### config.mk
export PLATFORM = sky130hd
export DESIGN_NAME = adder_arbiter
export DESIGN_NICKNAME = d
export VERILOG_FILES = /design/src/rtl/adder_arb_pkg.sv /design/src/rtl/adder_arbiter_adder.sv /design/src/rtl/adder_arbiter.sv
export SDC_FILE = /design/constraint.sdc
export NUM_CORES = 1
export LEC_CHECK = 0
export ABC_AREA = 1
export CAP_MARGIN = 0
export CORE_AREA = 5 5 123 125
export CTS_CLUSTER_SIZE = 8
export DETAILED_ROUTE_END_ITERATION = 8
export DIE_AREA = 0 0 128 130
export DONT_BUFFER_PORTS = 1
export PLACE_DENSITY = 0.74
export SKIP_LAST_GASP = 1
export SYNTH_ARGS = -nofsm -noshare
export SYNTH_HDL_FRONTEND = slang
export SYNTH_SLANG_ARGS = --single-unit
### constraint.sdc
create_clock -name clk -period 2.2 [get_ports clk]
set_input_delay 0.22 -clock clk [delete_from_list [all_inputs] [get_ports clk]]
set_output_delay 0.22 -clock clk [all_outputs]
set_load 0.02 [all_outputs]
### src/rtl/adder_arb_pkg.sv
`default_nettype none
// ============================================================================
//  Module      : adder_arb_pkg
//  Description : Shared state encoding and default sizes for adder_arbiter.
//  Revision    : 1.0 - initial release
// ============================================================================
package adder_arb_pkg;

    localparam int DEF_WIDTH   = 32;
    localparam int DEF_NUM_REQ = 4;

    typedef enum logic [1:0] {
        IDLE  = 2'd0,
        RESP  = 2'd1,
        CHECK = 2'd2
    } state_t;

endpackage : adder_arb_pkg
`default_nettype wire

### src/rtl/adder_arbiter_adder.sv
`default_nettype none
// ============================================================================
//  Module      : adder_arbiter_adder
//  Description : Combinational WIDTH-bit adder with carry out in y[WIDTH].
//  Revision    : 1.0 - initial release
// ============================================================================
module adder_arbiter_adder #(
    parameter int WIDTH = 32
) (
    input  logic [WIDTH-1:0] a,
    input  logic [WIDTH-1:0] b,
    output logic [WIDTH:0]   y
);

    assign y = {1'b0, a} + {1'b0, b};

endmodule : adder_arbiter_adder
`default_nettype wire

### src/rtl/adder_arbiter.sv
`default_nettype none
// ============================================================================
//  Module      : adder_arbiter
//  Description : Round-robin sharing of one adder among NUM_REQ requesters,
//                result returned on a tagged valid/ready response channel.
//                ADDER_ARB_FAULT_CHECK_EN adds a swapped-operand recheck cycle.
//  Revision    : 1.0 - initial release
// ============================================================================
module adder_arbiter
    import adder_arb_pkg::*;
#(
    parameter  int NUM_REQ = DEF_NUM_REQ,
    parameter  int WIDTH   = DEF_WIDTH,
    localparam int ID_W    = $clog2(NUM_REQ)
) (
    input  logic                     clk,
    input  logic                     rst_n,
    input  logic [NUM_REQ-1:0]       req_valid,
    output logic [NUM_REQ-1:0]       req_ready,
    input  logic [NUM_REQ*WIDTH-1:0] req_a,
    input  logic [NUM_REQ*WIDTH-1:0] req_b,
    output logic                     rsp_valid,
    input  logic                     rsp_ready,
    output logic [ID_W-1:0]          rsp_id,
    output logic [WIDTH-1:0]         rsp_y,
    output logic                     rsp_cout,
    output logic                     rsp_fault,
    output logic [7:0]               fault_cnt
);

    state_t            state_q;
    logic [ID_W-1:0]   rr_ptr_q;
    logic [ID_W-1:0]   id_q;
    logic [WIDTH-1:0]  a_q;
    logic [WIDTH-1:0]  b_q;
    logic              rsp_valid_q;

    logic              accept_ok;
    logic              accept;
    logic [ID_W:0]     pick;
    logic [ID_W-1:0]   gnt_idx;
    logic              gnt_any;
    logic [WIDTH-1:0]  a_g;
    logic [WIDTH-1:0]  b_g;
    logic [WIDTH-1:0]  add_a;
    logic [WIDTH-1:0]  add_b;
    logic [WIDTH:0]    sum;

    // Scan from ptr+1 with wrap; iterating backwards leaves the nearest hit.
    function automatic logic [ID_W:0] rr_pick(input logic [NUM_REQ-1:0] v,
                                              input logic [ID_W-1:0]    ptr);
        logic [ID_W:0]   r;
        logic [ID_W-1:0] idx;
        r = '0;
        for (int k = NUM_REQ; k >= 1; k--) begin
            idx = ID_W'((int'(ptr) + k) % NUM_REQ);
            if (v[idx]) begin
                r = {1'b1, idx};
            end
        end
        return r;
    endfunction

    assign pick      = rr_pick(req_valid, rr_ptr_q);
    assign gnt_any   = pick[ID_W];
    assign gnt_idx   = pick[ID_W-1:0];
    assign accept_ok = (state_q == IDLE) || ((state_q == RESP) && rsp_ready);
    assign accept    = accept_ok && gnt_any;
    assign a_g       = req_a[int'(gnt_idx)*WIDTH +: WIDTH];
    assign b_g       = req_b[int'(gnt_idx)*WIDTH +: WIDTH];

    always_comb begin
        req_ready = '0;
        if (accept) begin
            req_ready[gnt_idx] = 1'b1;
        end
    end

`ifdef ADDER_ARB_FAULT_CHECK_EN
    assign add_a = (state_q == CHECK) ? b_q : a_q;
    assign add_b = (state_q == CHECK) ? a_q : b_q;
`else
    assign add_a = a_q;
    assign add_b = b_q;
`endif

    adder_arbiter_adder #(
        .WIDTH (WIDTH)
    ) u_adder (
        .a (add_a),
        .b (add_b),
        .y (sum)
    );

    always_ff @(posedge clk or negedge rst_n) begin
        if (!rst_n) begin
            state_q     <= IDLE;
            rsp_valid_q <= 1'b0;
            rr_ptr_q    <= ID_W'(NUM_REQ - 1);
            id_q        <= '0;
            a_q         <= '0;
            b_q         <= '0;
        end else begin
            if (accept) begin
                a_q      <= a_g;
                b_q      <= b_g;
                id_q     <= gnt_idx;
                rr_ptr_q <= gnt_idx;
            end
            case (state_q)
                IDLE, RESP: begin
                    if (accept) begin
`ifdef ADDER_ARB_FAULT_CHECK_EN
                        state_q     <= CHECK;
                        rsp_valid_q <= 1'b0;
`else
                        state_q     <= RESP;
                        rsp_valid_q <= 1'b1;
`endif
                    end else if ((state_q == RESP) && rsp_ready) begin
                        state_q     <= IDLE;
                        rsp_valid_q <= 1'b0;
                    end
                end
`ifdef ADDER_ARB_FAULT_CHECK_EN
                CHECK: begin
                    state_q     <= RESP;
                    rsp_valid_q <= 1'b1;
                end
`endif
                default: begin
                    state_q     <= IDLE;
                    rsp_valid_q <= 1'b0;
                end
            endcase
        end
    end

    assign rsp_valid = rsp_valid_q;
    assign rsp_id    = id_q;
    assign rsp_y     = sum[WIDTH-1:0];
    assign rsp_cout  = sum[WIDTH];

`ifdef ADDER_ARB_FAULT_CHECK_EN
    logic [WIDTH:0] chk_q;
    logic           fresh_q;
    logic [7:0]     fault_cnt_q;
    logic [7:0]     fault_cnt_d;
    logic           mismatch;

    // The swapped sum captured in CHECK is compared with the live sum in RESP.
    assign mismatch = (sum != chk_q);

    always_comb begin
        fault_cnt_d = fault_cnt_q;
        if (fresh_q && rsp_valid_q && mismatch && (fault_cnt_q != 8'hFF)) begin
            fault_cnt_d = fault_cnt_q + 8'd1;
        end
    end

    always_ff @(posedge clk or negedge rst_n) begin
        if (!rst_n) begin
            chk_q       <= '0;
            fresh_q     <= 1'b0;
            fault_cnt_q <= '0;
        end else begin
            fresh_q     <= (state_q == CHECK);
            fault_cnt_q <= fault_cnt_d;
            if (state_q == CHECK) begin
                chk_q <= sum;
            end
        end
    end

    assign rsp_fault = rsp_valid_q && mismatch;
    assign fault_cnt = fault_cnt_q;
`else
    assign rsp_fault = 1'b0;
    assign fault_cnt = 8'd0;
`endif

endmodule : adder_arbiter
`default_nettype wire

Word level (Yosys, flattened, before mapping) --
Index checks and enable logic that the tools add are counted. W data, S select, Z words.
Word-level totals: flip-flop bits (word level) 71, bits in latches 0, memory bits (writable) 0, ROM bits 0, logic and storage cells 48, memories 0
Operators by class: add/sub/neg operators 5, multipliers 0, divide/modulo/power cells 0, $lt $le $gt $ge 6, equality and inequality tests 2, shift operators 2, mux-type cells 21, bitwise gates (word level) 0, reductions and logical operators 6
Operators by type and width (number):
- $shiftx A128 B8 Y32 | 2
- $add A32 B32 Y33 | 1
- $lt A2 B3 Y1 const B | 5
- $mux W3 | 4
- $bmux W1 S2 | 4
- $mux W1 | 8
- $mux W2 | 3
- $add A2 B1 Y2 const B | 2
- $add A2 B2 Y2 const B | 2
- $mux W4 | 1
- $logic_and A1 B1 Y1 | 3
- $ne A3 B3 Y1 const B | 1
- $demux W1 S2 | 1
- $eq A2 B1 Y1 const B | 1
- $ge A2 B1 Y1 const B | 1
- $logic_not A2 Y1 | 1
- $reduce_or A2 Y1 | 1
- $logic_or A1 B1 Y1 | 1

Longest topological paths before layout --
Gate-level depths: netlist (run 1).
word-level depth 12, gate-level depth with buffers 17

Cells and area by module --
Synthesis (run 1) repeated with hierarchy kept, for this count alone.
Second synthesis, totals: cells, all modules 1615, area total of the unflattened synthesis 8610.8 um^2
Modules (own cells, without submodules):
- adder_arbiter | times used 1, cells an instance 1113, area each 6190.9 um^2, seq. area each 1729.2 um^2
- adder_arbiter_adder | times used 1, cells an instance 502, area each 2419.8 um^2, seq. area each 0.0 um^2

Worst setup path after synthesis (run 1) --
OpenSTA, ideal clock, no wires.
path kind register to output, from reg a_q[0], to out rsp_y[26], arrival time 2.108 ns, data required time 1.980 ns, setup slack -0.128 ns, cell stages (with the launch flop) 11, cells stage by stage dfrtp_1 -> ha_1 -> fa_1 -> nand3_1 -> nand3_1 -> nand2_1 -> nand2_1 -> a21oi_1 -> or2_2 -> nand3_1 -> xor2_1
On the way: word-level cells in the longest chain between the ends 1
Ends and longest elaborated chain:
- start: declaration | RTL line adder_arbiter.sv:34 | logic [WIDTH-1:0] a_q;
- start signal: assignment | RTL line adder_arbiter.sv:105 | a_q <= a_g;
- $add A32 B32 Y33 | RTL line adder_arbiter_adder.sv:15 | assign y = {1'b0, a} + {1'b0, b};
- end: declaration | RTL line adder_arbiter.sv:25 | output logic [WIDTH-1:0] rsp_y,
Every way passes these cells.

Final worst setup path (run 1) --
from reg a_q[22], to out rsp_y[27]
Same word-level chain as after synthesis.

==> out/summary.txt, run 1 <==
Dpl hpwl = 21400 um
Global-route congestion overflow total = 0
Residual DRC count = 24
Worst-Skew Late Latency = 0.35 ns
Commonest cells after routing, fill and taps aside = inv_1, nand2_1, nand3_1
Largest area contributor in the netlist = dfrtp_1
Fill count = 500
CTS max path bufs = 2
Worst Tran Pin Value = 0.703 ns
Failing checks = DRC, setup timing
Commonest non-fill, non-tap cell in the layout = inv_1
Crit path capture type = primary output
Die Height = 130 um
Final setup margin = -0.960 ns
Sum Neg Setup Slack = -33.35 ns
Post-synth cell types = 37
Total track usage = 0.346
Post-Syn Instances = 1319
Share of layout cells above drive strength 1 = 0.417
DIE AREA = 16600 um^2
WP data required = 1.98 ns
Min Tclk post-route = 3.16 ns
Hold Fails Final Rpt = 0
IO buf count = 0
Post-synth EDFFs = 0
Width of the die = 128 um
Post-DR wirelength/cell = 27.3 um
Initial antenna violation count = 0
Starting Density = 0.560
Dominant synthesized flop cell = dfrtp_1
Run status = complete, but fails checks
Routability cong. = 1.02
N_diodes = 0
RSZ-0062 raised after global routing = yes
Ranking of synthesized cells by area = dfrtp_1, nand2_1, nand3_1
Area share of the largest cell type after synthesis = 0.217
Area growth syn-to-layout = 63.3%
Placeable Area = 13800 um^2
Vias in the first global route = 8928
Async set-reset flop share out of synthesis = 1.00
Period utilisation layout = 1.44
First-pass GRT wire length = 45900 um
Number of vias per cell = 6.94
Storage element area = 1740 um^2
Worst path arrival time = 2.94 ns
Crit Path Category = reg2out
Syn Std Cell Area = 7720 um^2
Routed WL = 45700 um
CTS tree = yes
Crit path cell chain = ha_4 > a21oi_2 > o21a_1 > nor2_1 > a211oi_2 > nand3_1 > nand2_4
# IOs = 312
Crit-path max cell delay = 0.58 ns
#FFs+latches synth = 69
Worst Path Max Fanout = 3
Vias = 11624
Worst-path clk slew = 0.07 ns
Footprint of the multi-input gates = 6690 um^2
First-iteration detailed-routing DRC count = 2032
Largest net degree at the start of global routing = 70
First-pass DRT Iterations = 9
ANT nets after route = 0
Max-cap violations = 0
Worst min path class = in2reg
Syn Area/Cell = 5.85 um^2
Crit path launch type = flop
Seq/Total Area, Yosys = 0.224
CTS root buffer = clkbuf_16
Max_slew headroom = 0.530
H-tree depth = 3
Num CTS Buffers = 9
Critical path's slowest cell = a211oi_2
Slew Limit Fails = 0
Clock Skew = 0.00938 ns
Post-layout nets = 1786
Max Clk Rate = 0.317 GHz
# rows = 43
Final setup vio count = 102
Syn. warnings = 0
CTS Sinks = 69
==> synthesized netlist by cell type (2+ instances only) <==
master,instances
ha_1,32
nand2_2,4
xnor2_1,6
nand2_4,4
nand3_1,268
o21bai_1,9
dfstp_2,2
inv_1,271
a21o_1,3
o211ai_1,29
a21oi_1,38
buf_6,9
buf_2,27
nand2_1,403
o21ai_0,18
nor3_1,9
clkbuf_1,10
nor2_1,44
a31oi_1,3
xor2_1,19
inv_2,3
o21a_1,3
dfrtp_1,67
buf_4,25
==> routing by layer <==
layer | track usage | part of all wire | wire length (um)
met2 | 0.588 | 0.42 | 19200
met5 | 0 | 0 | 0
met3 | 0.0606 | 0.15 | 6960
met4 | 0.150 | 0.13 | 5980
met1 | 0.433 | 0.30 | 13500
==> layout make-up <==
class | count | area share
repair buffers | 223 | 0.204
clock inverters | 7 | 0.00605
multi-input cells | 912 | 0.531
inverters | 275 | 0.0848
clock buffers | 9 | 0.0179
well taps | 180 | 0.0179
flip-flops and latches | 69 | 0.138
==> worst max-delay path: cells and delay by family, from the launching register on <==
family          cells  cell delay [ns]
compound gates      3             1.11
fa+ha+maj           1             0.29
flops               1             0.56
simple gates        3             0.62
==> sequential cells by signal, summed over array words and instances (netlist names) <==
signal,cells
a_q,32
add_b,32
rr_ptr_q,2
rsp_id,2
rsp_valid,1
==> cells by family after synthesis <==
logic type / share of synthesized area
AO/OA/AOI/OAI: 0.0853
XOR/XNOR: 0.0284
adder cells (fa/ha/maj): 0.0545
buffers and inverters: 0.194
flip-flops: 0.224
other: 0.000486
AND/OR/NAND/NOR: 0.414
==> metrics by stage <==
stage / instance area, um^2 / worst slack, ns / util / hold slack (ns) / std cells
2_1_floorplan: 7780 / 0.00149 / - / -0.0756 / 1327
3_3_place_gp: 8620 / -0.183 / 0.626 / -0.0725 / 1564
3_5_place_dp: 8620 / -0.219 / 0.626 / -0.0726 / 1564
4_1_cts: 10400 / -0.348 / 0.757 / 0.0434 / 1621
5_1_grt: 12600 / -0.911 / 0.915 / 0.0714 / 1675
6_report: 12600 / -0.960 / 0.915 / 0.0604 / 1675
==> worst paths after layout <==
kind                              from     endpoint  slack (ns)  cells after the start
hold / removal               req_a[39]       a_q[7]        0.06                      2
setup / recovery               a_q[22]    rsp_y[27]       -0.96                      7
setup reg to reg           rr_ptr_q[1]       a_q[2]       -0.43                     15
min in group asynchronous        rst_n    add_b[16]        0.49                      2
max in group asynchronous        rst_n  rr_ptr_q[1]        1.38                      2
hold reg to reg                a_q[14]      a_q[14]        0.52                      2
==> repair_timing <==
| item | CTS | global route |
|---|---|---|
| endpoints found under the hold margin | 70 | 0 |
| pin swaps | 69 | 172 |
| setup buffers | 34 | 40 |
| hold buffers | 3 | 0 |
| gates resized for setup | 233 | 343 |
| cloned | 4 | 23 |
| endpoints found under the setup margin | 54 | 99 |
Power of run 1 is left out: the tool's default activity adds up to more than one toggle a clock period on the data nets, which glitch-free logic cannot reach.
==> run 2: changes to the inputs <==
--- a/config.mk
+++ b/config.mk
@@ -12,7 +12,8 @@
 export DETAILED_ROUTE_END_ITERATION = 8
 export DIE_AREA = 0 0 128 130
 export DONT_BUFFER_PORTS = 1
-export PLACE_DENSITY = 0.74
+export PLACE_DENSITY = 0.71
+export REMOVE_ABC_BUFFERS = 1
 export SKIP_LAST_GASP = 1
 export SYNTH_ARGS = -nofsm -noshare
 export SYNTH_HDL_FRONTEND = slang
==> constraint.sdc (replaced) <==
create_clock -name clk -period 3.2 [get_ports clk]
set_input_delay 0.32 -clock clk [delete_from_list [all_inputs] [get_ports clk]]
set_output_delay 0.32 -clock clk [all_outputs]
set_load 0.02 [all_outputs]
==> out/summary.txt, run 2 (synthesis results as in run 1) <==
Worst slack, placed = 0.492 ns
Dpl hpwl = 18000 um
Commonest non-fill, non-tap cell in the layout = nand2_1
Worst Tran Pin Value = 0.875 ns
Vias in the first global route = 7612
Largest net degree at the start of global routing = 75
Total track usage = 0.266
Period utilisation layout = 0.935
DIE AREA = 16600 um^2
Routability cong. = 0.958
CTS Sinks = 69
Crit-path max cell delay = 0.41 ns
Num CTS Buffers = 9
Crit path cell chain = ha_1 > fa_1 > nand3_1 > nand3_1 > nand2_1 > nand2_1 > a21oi_2 > o21ai_0 > nand2_1 > nand3_1 > nand2_1
Top delay family on crit path = simple AND/OR/NAND/NOR gates
CTS root buffer = clkbuf_16
Global-route congestion overflow total = 0
Placeable Area = 13800 um^2
IO buf count = 0
Max_slew headroom = 0.414
Final setup margin = 0.210 ns
CP most frequent cell = nand2_1
Min Tclk post-route = 2.99 ns
Min-delay src = rsp_ready
Critical Path Start = a_q[0]
Post-layout nets = 1584
Post-placement cell area = 7700 um^2
Post-DR wirelength/cell = 15.6 um
Crit Path Category = reg2out
Critical path's slowest cell = fa_1
# rows = 43
Post-Layout Cell Count = 1473
Placed insts = 1455
N_diodes = 0
Fill count = 1450
Die Height = 130 um
Crit path depth = 11
R2R depth = 14
H-tree depth = 3
# IOs = 312
First-pass GRT wire length = 35900 um
CP endpoint = rsp_y[30]
Hold Fails Final Rpt = 0
Worst-Skew Late Latency = 0.34 ns
Max Clk Rate = 0.334 GHz
Share of layout cells above drive strength 1 = 0.0441
WP data required = 2.88 ns
Commonest cells after routing, fill and taps aside = nand2_1, inv_1, nand3_1
RSZ-0062 raised after global routing = no
Crit path launch type = flop
Worst path arrival time = 2.67 ns
Worst-path clk slew = 0.06 ns
Width of the die = 128 um
First-iteration detailed-routing DRC count = 434
Routed WL = 22900 um
Area growth syn-to-layout = 4.44%
Worst r2r dst = add_b[10]
Worst reg2reg path startpoint = rr_ptr_q[0]
ANT nets after route = 0
Clock Skew = 0.00555 ns
Final setup vio count = 0
Crit path capture type = primary output
Post-route cell area = 8060 um^2
Worst Path Max Fanout = 3
Slew Limit Fails = 0
Initial antenna violation count = 0
Starting Density = 0.560
Worst min path class = in2reg
CTS max path bufs = 2
Max-cap violations = 0
Hold Slack = 0.0958 ns
Vias = 8019
Number of vias per cell = 5.44
CP Buf/Inv Count = 0
Run status = complete, no violations
R2R Setup Slk = 0.51 ns
CTS tree = yes
First-pass DRT Iterations = 6
Residual DRC count = 0
-- run 2: cell types whose count changed in the layout (fill, tap and decap cells not counted), moves of 58 or more --
cell	previous run	this run
nand2_1	263	403
buf_4	127	16
nand2_2	82	4
nand2_4	61	3
nand3_1	171	268
nand3_2	86	1
-- run 2: worst min-delay path by stage --
stage,to,slack [ns],cells after the start
2_1_floorplan,a_q[0],0.02,0
5_1_grt,rsp_valid,0.09,1
4_1_cts,rsp_valid,0.09,1
3_5_place_dp,a_q[17],0.03,0
3_3_place_gp,a_q[13],0.03,0
6_report,rsp_valid,0.1,1
-- run 2: what timing repair did --
item,in CTS,in global routing
hold endpoints to repair,69,0
setup buffers,0,0
resized for setup,0,2
hold buffers,2,0
setup endpoints to repair,0,3
-- run 2: cell type report --
type | count | area (um^2) | share of cell area
Inverter | 275 | 1030 | 0.128
Sequential cell | 69 | 1730 | 0.214
Tap cell | 180 | 225 | 0.0279
Multi-Input combinational cell | 912 | 4540 | 0.564
Timing Repair Buffer | 21 | 218 | 0.0270
Clock buffer | 11 | 253 | 0.0314
Clock inverter | 5 | 58.8 | 0.00729
-- run 2: layer usage --
layer,routed length (um),GRT usage,part of all wire,vias to the layer above
li1,-,-,-,4033
met1,9310,0.309,0.41,3665
met2,11500,0.485,0.50,281
met3,1510,0.0659,0.066,40
met4,568,0.0830,0.025,0
met5,0,0,0,-
-- run 2: through the flow --
stage,TNS (ns),utilization
5_1_grt,0,0.585
6_report,0,0.585
3_3_place_gp,0,0.559
2_1_floorplan,-3.91,-
4_1_cts,0,0.584
3_5_place_dp,0,0.559
Power of run 2 is left out for the same reason.
==> run 3: changes to the inputs <==
--- a/config.mk
+++ b/config.mk
@@ -7,12 +7,11 @@
 export LEC_CHECK = 0
 export ABC_AREA = 1
 export CAP_MARGIN = 0
-export CORE_AREA = 5 5 123 125
+export CORE_AREA = 5 5 182 184
 export CTS_CLUSTER_SIZE = 8
 export DETAILED_ROUTE_END_ITERATION = 8
-export DIE_AREA = 0 0 128 130
+export DIE_AREA = 0 0 187 189
 export DONT_BUFFER_PORTS = 1
-export PLACE_DENSITY = 0.71
 export REMOVE_ABC_BUFFERS = 1
 export SKIP_LAST_GASP = 1
 export SYNTH_ARGS = -nofsm -noshare
==> out/summary.txt, run 3 (synthesis results as in run 1) <==
R2R depth = 14
Initial antenna violation count = 1
Vias in the first global route = 7989
Worst min path class = in2reg
Critical Path Start = a_q[0]
ANT nets after route = 0
Worst r2r dst = a_q[9]
Max_slew headroom = 0.444
IO buf count = 0
Fin util = 0.271
Final setup vio count = 0
Vias = 8120
Commonest non-fill, non-tap cell in the layout = nand2_1
CTS root buffer = clkbuf_16
RSZ-0062 raised after global routing = no
Hold path depth = 1
Area growth syn-to-layout = 9.69%
Dpl hpwl = 22700 um
Hold Fails Final Rpt = 0
Max Clk Rate = 0.333 GHz
Period utilisation layout = 0.937
Worst reg2reg path startpoint = rr_ptr_q[0]
Worst-path clk slew = 0.06 ns
Global-route congestion overflow total = 0
Worst Path Max Fanout = 4
CTS Sinks = 69
Share of layout cells above drive strength 1 = 0.0579
Largest net degree at the start of global routing = 75
CP endpoint = rsp_y[14]
First-pass GRT wire length = 43700 um
Crit path capture type = primary output
CTS max path bufs = 2
Crit Path Category = reg2out
WP data required = 2.88 ns
Number of vias per cell = 4.73
H-tree depth = 3
Die Height = 189 um
Routability cong. = 0.840
Max-cap violations = 0
Worst-Skew Late Latency = 0.35 ns
R2R Setup Slk = 0.59 ns
# IOs = 312
# rows = 65
Post-layout nets = 1603
Run status = complete, no violations
Commonest cells after routing, fill and taps aside = nand2_1, inv_1, nand3_1
Residual DRC count = 0
First-pass DRT Iterations = 5
Post-DR wirelength/cell = 16.7 um
Worst path arrival time = 2.68 ns
Placeable Area = 31200 um^2
Worst Tran Pin Value = 0.833 ns
Starting Density = 0.247
DIE AREA = 35300 um^2
Routed WL = 28600 um
Total track usage = 0.156
Crit path launch type = flop
First-iteration detailed-routing DRC count = 430
CTS tree = yes
Slew Limit Fails = 0
Clock Skew = 0.00851 ns
Min Tclk post-route = 3.00 ns
Width of the die = 187 um
Num CTS Buffers = 9
run 3: cell count changes in the layout (fill, tap and decap cells not counted), moves of 2 or more:
cell      before  now
buf_4         16   35
nand2_1      403  401
clkinv_4       1    3
clkbuf_8       2    0
nand2_2        4    6
run 3: what timing repair did:
item                                   CTS  global route
setup endpoints to repair                2             6
buffers inserted                         0             3
hold buffers                             2             0
pin swaps                                1             2
gates resized for setup                  0             4
endpoints found under the hold margin   69             0
gates cloned                             1             0
run 3: worst min path at each step:
stage	slack (ns)	start	end
floorplan	0.02	rst_n	a_q[0]
global placement	0.03	rst_n	add_b[3]
detailed placement	0.03	rst_n	add_b[3]
CTS	0.07	rsp_ready	rsp_valid
global route	0.07	rsp_ready	rsp_valid
finish	0.08	rsp_ready	rsp_valid
run 3: final cells by class:
type,instances,area [um^2]
clock buffers,10,229
multi-input cells,913,4560
flip-flops and latches,69,1730
diodes,1,2.50
fillers,3584,22800
well taps,402,503
inverters,275,1030
clock inverters,6,72.6
repair buffers,39,340
run 3: through the flow:
| step | setup WS (ns) | TNS (ns) | instances | hold slack [ns] | instance area, um^2 |
|---|---|---|---|---|---|
| floorplan | -0.616 | -3.91 | 1256 | 0.0244 | 7290 |
| global placement | 0.470 | 0 | 1692 | 0.0283 | 8080 |
| detailed placement | 0.375 | 0 | 1692 | 0.0279 | 8080 |
| CTS | 0.0622 | 0 | 1711 | 0.0699 | 8430 |
| global route | 0.00660 | 0 | 1714 | 0.0696 | 8460 |
| finish | 0.201 | 0 | 1715 | 0.0846 | 8470 |
run 3: layer usage:
layer	global-route usage	part of all wire
met5	0	0
met4	0.0353	0.016
met3	0.0446	0.067
met2	0.270	0.49
met1	0.192	0.43
run 3: critical path, stage by stage, from the launching register on:
cell and delay [ns]:
dfrtp_1 0.39, ha_1 0.23, fa_1 0.41, nand3_1 0.10, nand3_1 0.13, nand2_1 0.10, nand2_1 0.08, a21oi_1 0.14
buf_4 0.17, o21ai_1 0.12, xor2_1 0.27, buf_4 0.19
Power of run 3 is left out for the same reason.
